[src/rtl/booth_r4_seq_ctrl.sv]
// booth_r4_seq_ctrl
//   Control sequencer for a radix-4 Booth multiplier datapath (M/A/Q
//   registers plus adder). It owns its iteration counter, handles signed and
//   unsigned operands, provides a start/busy/done handshake and drives
//   one-hot datapath strobes.
//
//   Parameters
//     WIDTH  operand width (even, >= 4)
//     CNT_W  iteration counter width (derived, leave at default)
//
//   Ports
//     clk, rst            clock, synchronous active-high reset
//     start               multiply request, honoured only in IDLE
//     mode_signed         1 = two's complement, latched when start is accepted
//     q1, q0, q           recode triplet {Q[1],Q[0],Q[-1]} from the datapath
//     load_m / load_q     load multiplicand (clear A) / multiplier (clear Q[-1])
//     acc_en, sel_2m, sub adder control for the OP cycle
//     shift_en            arithmetic shift {A,Q,Q[-1]} right by 2
//     out_en, done        product on result bus, one-cycle completion pulse
//     busy                high in every state except IDLE
//     iter_cnt            current iteration index
//
//   Build option
//     BOOTH_SKIP_NOP_EN   when defined, a nop triplet (000/111) jumps straight
//                         from RECODE to SHIFT, saving one cycle per nop.

module booth_r4_seq_ctrl #(
  parameter int WIDTH = 8,
  parameter int CNT_W = $clog2(WIDTH/2+2)
) (
  input  logic             clk,
  input  logic             rst,
  input  logic             start,
  input  logic             mode_signed,
  input  logic             q1,
  input  logic             q0,
  input  logic             q,
  output logic             load_m,
  output logic             load_q,
  output logic             acc_en,
  output logic             sel_2m,
  output logic             sub,
  output logic             shift_en,
  output logic             out_en,
  output logic             busy,
  output logic             done,
  output logic [CNT_W-1:0] iter_cnt
);

  typedef enum logic [2:0] {
    S_IDLE   = 3'd0,
    S_LD_M   = 3'd1,
    S_LD_Q   = 3'd2,
    S_RECODE = 3'd3,
    S_OP     = 3'd4,
    S_SHIFT  = 3'd5,
    S_OUT    = 3'd6
  } state_t;

  // Unsigned operands are zero-extended by two bits in the datapath, which
  // costs one extra radix-4 iteration.
  localparam logic [CNT_W-1:0] LAST_SIGNED   = CNT_W'(WIDTH/2 - 1);
  localparam logic [CNT_W-1:0] LAST_UNSIGNED = CNT_W'(WIDTH/2);

  state_t           r_state;
  state_t           w_state_nxt;
  logic             r_mode_signed;
  logic [CNT_W-1:0] r_iter_cnt;
  logic [CNT_W-1:0] w_last_idx;
  logic [2:0]       r_op;        // {acc_en, sel_2m, sub} decoded in RECODE
  logic [2:0]       w_dec;
  logic             w_last;

  // Booth radix-4 recode: returns {acc_en, sel_2m, sub}. Nops return all
  // zeros so sel_2m/sub can never be seen without acc_en.
  function automatic logic [2:0] recode(input logic [2:0] trip);
    case (trip)
      3'b001, 3'b010: recode = 3'b100;  // +M
      3'b011:         recode = 3'b110;  // +2M
      3'b100:         recode = 3'b111;  // -2M
      3'b101, 3'b110: recode = 3'b101;  // -M
      default:        recode = 3'b000;  // 000 / 111: nop
    endcase
  endfunction

  assign w_dec      = recode({q1, q0, q});
  assign w_last_idx = r_mode_signed ? LAST_SIGNED : LAST_UNSIGNED;
  assign w_last     = (r_iter_cnt == w_last_idx);

  always_ff @(posedge clk) begin
    if (rst) begin
      r_state       <= S_IDLE;
      r_mode_signed <= 1'b0;
      r_iter_cnt    <= '0;
      r_op          <= 3'b000;
    end else begin
      r_state <= w_state_nxt;
      if (r_state == S_IDLE && start) begin
        r_mode_signed <= mode_signed;
      end
      if (r_state == S_LD_M) begin
        r_iter_cnt <= '0;
      end else if (r_state == S_SHIFT && !w_last) begin
        r_iter_cnt <= r_iter_cnt + 1'b1;
      end
      // The triplet is only looked at here, so X on q1/q0/q elsewhere is harmless.
      if (r_state == S_RECODE) begin
        r_op <= w_dec;
      end
    end
  end

  always_comb begin
    w_state_nxt = r_state;
    load_m      = 1'b0;
    load_q      = 1'b0;
    acc_en      = 1'b0;
    sel_2m      = 1'b0;
    sub         = 1'b0;
    shift_en    = 1'b0;
    out_en      = 1'b0;
    done        = 1'b0;
    busy        = (r_state != S_IDLE);
    case (r_state)
      S_IDLE: begin
        if (start) w_state_nxt = S_LD_M;
      end
      S_LD_M: begin
        load_m      = 1'b1;
        w_state_nxt = S_LD_Q;
      end
      S_LD_Q: begin
        load_q      = 1'b1;
        w_state_nxt = S_RECODE;
      end
      S_RECODE: begin
`ifdef BOOTH_SKIP_NOP_EN
        w_state_nxt = w_dec[2] ? S_OP : S_SHIFT;
`else
        w_state_nxt = S_OP;
`endif
      end
      S_OP: begin
        acc_en      = r_op[2];
        sel_2m      = r_op[2] & r_op[1];
        sub         = r_op[2] & r_op[0];
        w_state_nxt = S_SHIFT;
      end
      S_SHIFT: begin
        shift_en    = 1'b1;
        w_state_nxt = w_last ? S_OUT : S_RECODE;
      end
      S_OUT: begin
        out_en      = 1'b1;
        done        = 1'b1;
        w_state_nxt = S_IDLE;
      end
      default: w_state_nxt = S_IDLE;
    endcase
  end

  assign iter_cnt = r_iter_cnt;

endmodule

[config.mk]
export PLATFORM = sky130hd
export DESIGN_NAME = booth_r4_seq_ctrl
export DESIGN_NICKNAME = d
export VERILOG_FILES = /design/src/rtl/booth_r4_seq_ctrl.sv
export SDC_FILE = /design/constraint.sdc
export NUM_CORES = 1
export LEC_CHECK = 0
export BUFFER_PORTS_ARGS = -buffer_cell sky130_fd_sc_hd__buf_4
export CORE_MARGIN = 2
export CORE_UTILIZATION = 43
export DETAILED_ROUTE_END_ITERATION = 10
export PLACE_DENSITY = 0.76
export SLEW_MARGIN = 20
export SYNTH_ARGS = -nofsm -noshare
export SYNTH_HDL_FRONTEND = slang
export SYNTH_SLANG_ARGS = --single-unit
[constraint.sdc]
create_clock -name clk -period 1.4 [get_ports clk]
set_clock_uncertainty 0.2 [all_clocks]
set_input_delay 0.28 -clock clk [delete_from_list [all_inputs] [get_ports clk]]
set_output_delay 0.28 -clock clk [all_outputs]
set_load 0.03 [all_outputs]
Word level (Yosys, flattened, before mapping)

Cells that the tools add are included.

$add $sub $neg: 1
Equal/unequal tests: 14
Mux-type cells: 12
Bitwise operators: 2
Reductions and logical operators: 8

Operators with widths:

| cell                                           | count |
|---|---|
| == test 3 bit (second input constant)          | 6 |
| case mux 3 bit (6 select lines)                | 1 |
| == test 3 x 2 -> 1 bit (second input constant) | 4 |
| case mux 3 bit (4 select lines)                | 1 |
| two-way mux 3 bit                              | 3 |
| two-way mux 1 bit                              | 7 |
| == test 3 x 1 -> 1 bit (second input constant) | 2 |
| OR reduction 2 bit                             | 3 |
| adder 3 x 1 -> 3 bit (second input constant)   | 1 |
| == test 3 bit                                  | 1 |
| zero test 3 bit                                | 1 |
| nonzero test 3 bit                             | 1 |
| bitwise AND 1 bit                              | 2 |
| logical AND 1 bit                              | 2 |
| != test 2 bit (second input constant)          | 1 |
| zero test 1 bit                                | 1 |

Register bits: 10
Logic and storage cells: 41

Longest topological paths before layout

Depth in word-level cells: 4
Gate-level depth with buffers: 4
Gate-level depth less buffers: 4

Least setup slack after synthesis

Ideal clock, no wire load.

Path kind: register to output
Start: reg r_state[2]
End: out sel_2m
Data arrival time: 1.270 ns
Setup slack: -0.350 ns
Stages on the path, launching flop included: 4
Buffers on the path: 1
Cells stage by stage: dfxtp_1 > buf_2 > and4bb_1 > and2_1

Longest elaborated chain between the ends: 2

Ends and longest elaborated chain:

| what                   | RTL line | text |
|---|---|---|
| start, declared        | 65       | `state_t r_state;` |
| start signal, assigned | 97       | `r_state <= w_state_nxt;` |
| == test 3 bit          | 124      | `case (r_state)` |
| two-way mux 1 bit      | 124      |  |
| end, declared          | 41       | `output logic sel_2m,` |

No other way between the ends.

Worst setup path in the final report

Start: reg r_state[1]
End: out sel_2m

Same word-level chain as after synthesis.

==> metrics.yaml <==
routedWlPerCell_um: 16.2
ys_top_cells_by_count: "dfxtp_1 (10), nand2_1 (6), nor2_1 (6)"
placedCellCount: 108
drv_slew: 0
syn_inst: 69
p_leak_nw: 0.439
yosysUniqueCellTypes: 32
dp_hpwl_mm: 1.17
antenna_found_initial: 0
pwr-share-seq_pct: 39.7
vias_per_cell: 5.44
max-cap-violations: 0
vias: 636
arrival_ns: 1.23
rows: 13
seqCellArea_um2: 224
core_area_mm2: 0.00130
period_share_pct: 122
synth_top_family_by_area: "simple AND/OR/NAND/NOR gates"
postSynthNetCount: 77
async_flop_share_pct: 0
whs_endpoint: "r_mode_signed"
powerDensity_mw_per_mm2: 749
synthTopCellsByArea: "dfxtp_1 (33%), or3b_1 (4.3%), nand2_1 (3.7%)"
synth_compound_area_share_pct: 16.1
cts_tree: "built"
place_congestion: 0.802
cts_hold_buf: 0
cts.clk_slew.worst_paths_ns: 0.06
fp.dieW_um: 41.5
crit_buf_inv: 1
crit_required_ns: 0.92
path_cells: "and4bb_4 -> and2_4 -> buf_6"
multiInputGateArea_um2: 438
synthAdderAreaFrac_pct: 2.07
switching_share_pct: 28.2
port_buffers: 18
min_period_ns: 1.71
cp_top_family: "simple AND/OR/NAND/NOR gates"
muxShareOfSynthArea_pct: 1.66
grt_usage_pct: 24.3
ys_ff_latch: 10
crit_fanout: 6
cts_buffers: 3
yosysTopAreaCell: "dfxtp_1"
tightest_slew_ns: 0.223
slew_headroom_pct: 85.1
p_int_uw: 555
holdCritPathClass: "input port to register"
n_antenna_cell: 0
hp-start: "mode_signed"
fin_util_pct: 79.4
ctsRootBufferMaster: "clkbuf_4"
grt_setup_unrepaired: "yes"
yosys.area.top_type_share_pct: 33.1
ir_drop_mv: 0.531
finish.net_count: 111
r2r_start: "r_state[0]"
synth_xor_area_share_pct: 0
dieArea_mm2: 0.00172
cp-start-kind: "register"
status: "finished with violations"
synth_ff_type: "dfxtp_1"
grt_max_degree: 12
fin_ws_ns: -0.308
grt_pass1_vias: 669
ant_nets: 0
finalHoldViolations: 0
synth-simple-area-share_pct: 42.0
power.switching_uw: 218
drt_iter0_markers: 11
dr.pass1.iters: 4
die_y_um: 41.5
violations: "setup timing"
ys.warnings.count: 0
clockBufferDepth: 2
drive_above_1_share_pct: 65.7
setup_viol: 15
critical_path.endpoint_type: "output port"
r2r_end: "iter_cnt[0]"
fin_cells: 117
synth_edf_count: 0
h-tree-depth: 1
finalSetupTns_ns: -2.49
grt_overflow_total: 0
max_stage_delay_ns: 0.36
initial_utilization_pct: 46.4
fmax_mhz: 586
hold-path-cell-count: 3
path_class: "register to output port"
wl_mm: 1.89
netlist_area_um2: 604
reg2reg_depth: 5
route.detailed.drc: 0
reg2reg_slack_ns: -0.15
yosysSeqAreaShare_pct: 33.1
clk_latency_ns: 0.27
yosysMostFrequentCell: "dfxtp_1"
nFillCells: 77
crit_path_start: "r_state[1]"
combPwrFrac_pct: 26.8
area_growth_pct: 71.0
syn_avg_cell_area_um2: 8.76
grt_pass1_wl_mm: 3.19
p_clk_share_pct: 33.5
clkSinkCount: 10
ios: 19
slowest_stage: "dfxtp_4"
cell families after synthesis:
logic type,after synthesis
flip-flops,10
adder cells (fa/ha/maj),1
buffers and inverters,6
multiplexers,1
AO/OA/AOI/OAI,13
AND/OR/NAND/NOR,38
area by class of cell:
| class | instances | share of cell area, % |
|---|---|---|
| Multi-Input combinational cell | 53 | 42.4 |
| Timing Repair Buffer | 34 | 30.3 |
| Sequential cell | 10 | 21.7 |
| Clock buffer | 4 | 3.51 |
| Tap cell | 15 | 1.82 |
| Inverter | 1 | 0.363 |
layout by cell type (no fill, tap or decap), drive strengths merged:
master | netlist | final
buf | 4 | 34
dfxtp | 10 | 10
nand2 | 6 | 6
nor2 | 6 | 6
clkbuf | 1 | 4
nand3 | 4 | 4
and3b | 3 | 3
or3 | 3 | 3
a31oi | 3 | 3
a21oi | 3 | 3
or3b | 3 | 3
nand2b | 2 | 2
and2 | 2 | 2
nor3b | 2 | 2
nand3b | 2 | 2
o211ai | 2 | 2
o21ai | 2 | 2
inv | 1 | 1
and4bb | 1 | 1
nor4b | 1 | 1
mux2i | 1 | 1
nor2b | 1 | 1
nand4b | 1 | 1
or4b | 1 | 1
a221oi | 1 | 1
o2111ai | 1 | 1
o2bb2ai | 1 | 1
ha | 1 | 1
worst min-delay path, cell delays in order:
cell and delay (ns):
buf_4 0.08, mux2i_1 0.05, nor2_1 0.09
routing by layer:
metal	vias up	track usage [%]	wire length, µm
li1	318	-	-
met1	301	30.1	817
met2	13	38.8	973
met3	4	8.26	64
met4	0	9.03	35
met5	-	0	0
power by group through the flow:
| stage | clock [mW] | combinational, mW | sequential, mW |
|---|---|---|---|
| after floorplan | 0 | 0.102 | 0.306 |
| after global placement | 0 | 0.151 | 0.314 |
| after detailed placement | 0 | 0.153 | 0.315 |
| after CTS | 0.270 | 0.192 | 0.306 |
| after global routing | 0.286 | 0.219 | 0.308 |
| final | 0.259 | 0.207 | 0.307 |
worst max-delay path by stage:
stage,endpoint,depth (start not counted)
finish,sel_2m,3
global route,sel_2m,3
CTS,sel_2m,3
detailed placement,r_state[0],4
global placement,sel_2m,3
floorplan,sel_2m,3
timing repair:
| action | CTS | global route |
|---|---|---|
| pin swaps | 8 | 9 |
| buffers inserted | 5 | 0 |
| setup endpoints to repair | 15 | 19 |
| gates resized for setup | 24 | 8 |
sequential cells by signal, summed over array words and instances, names as in the netlist:
name	cells
iter_cnt	3
r_op	3
r_state	3
r_mode_signed	1
stage by stage:
step                      hold slack (ns)  instance area, µm²  setup WS [ns]  power, mW
after floorplan                     0.227                 662         -0.128      0.408
after global placement              0.246                 856        -0.0289      0.466
after detailed placement            0.253                 856        -0.0515      0.469
after CTS                          0.0432                1010         -0.310      0.767
after global routing               0.0716                1030         -0.354      0.814
final                              0.0634                1030         -0.308      0.774
Power figures use the tool's default switching activity.
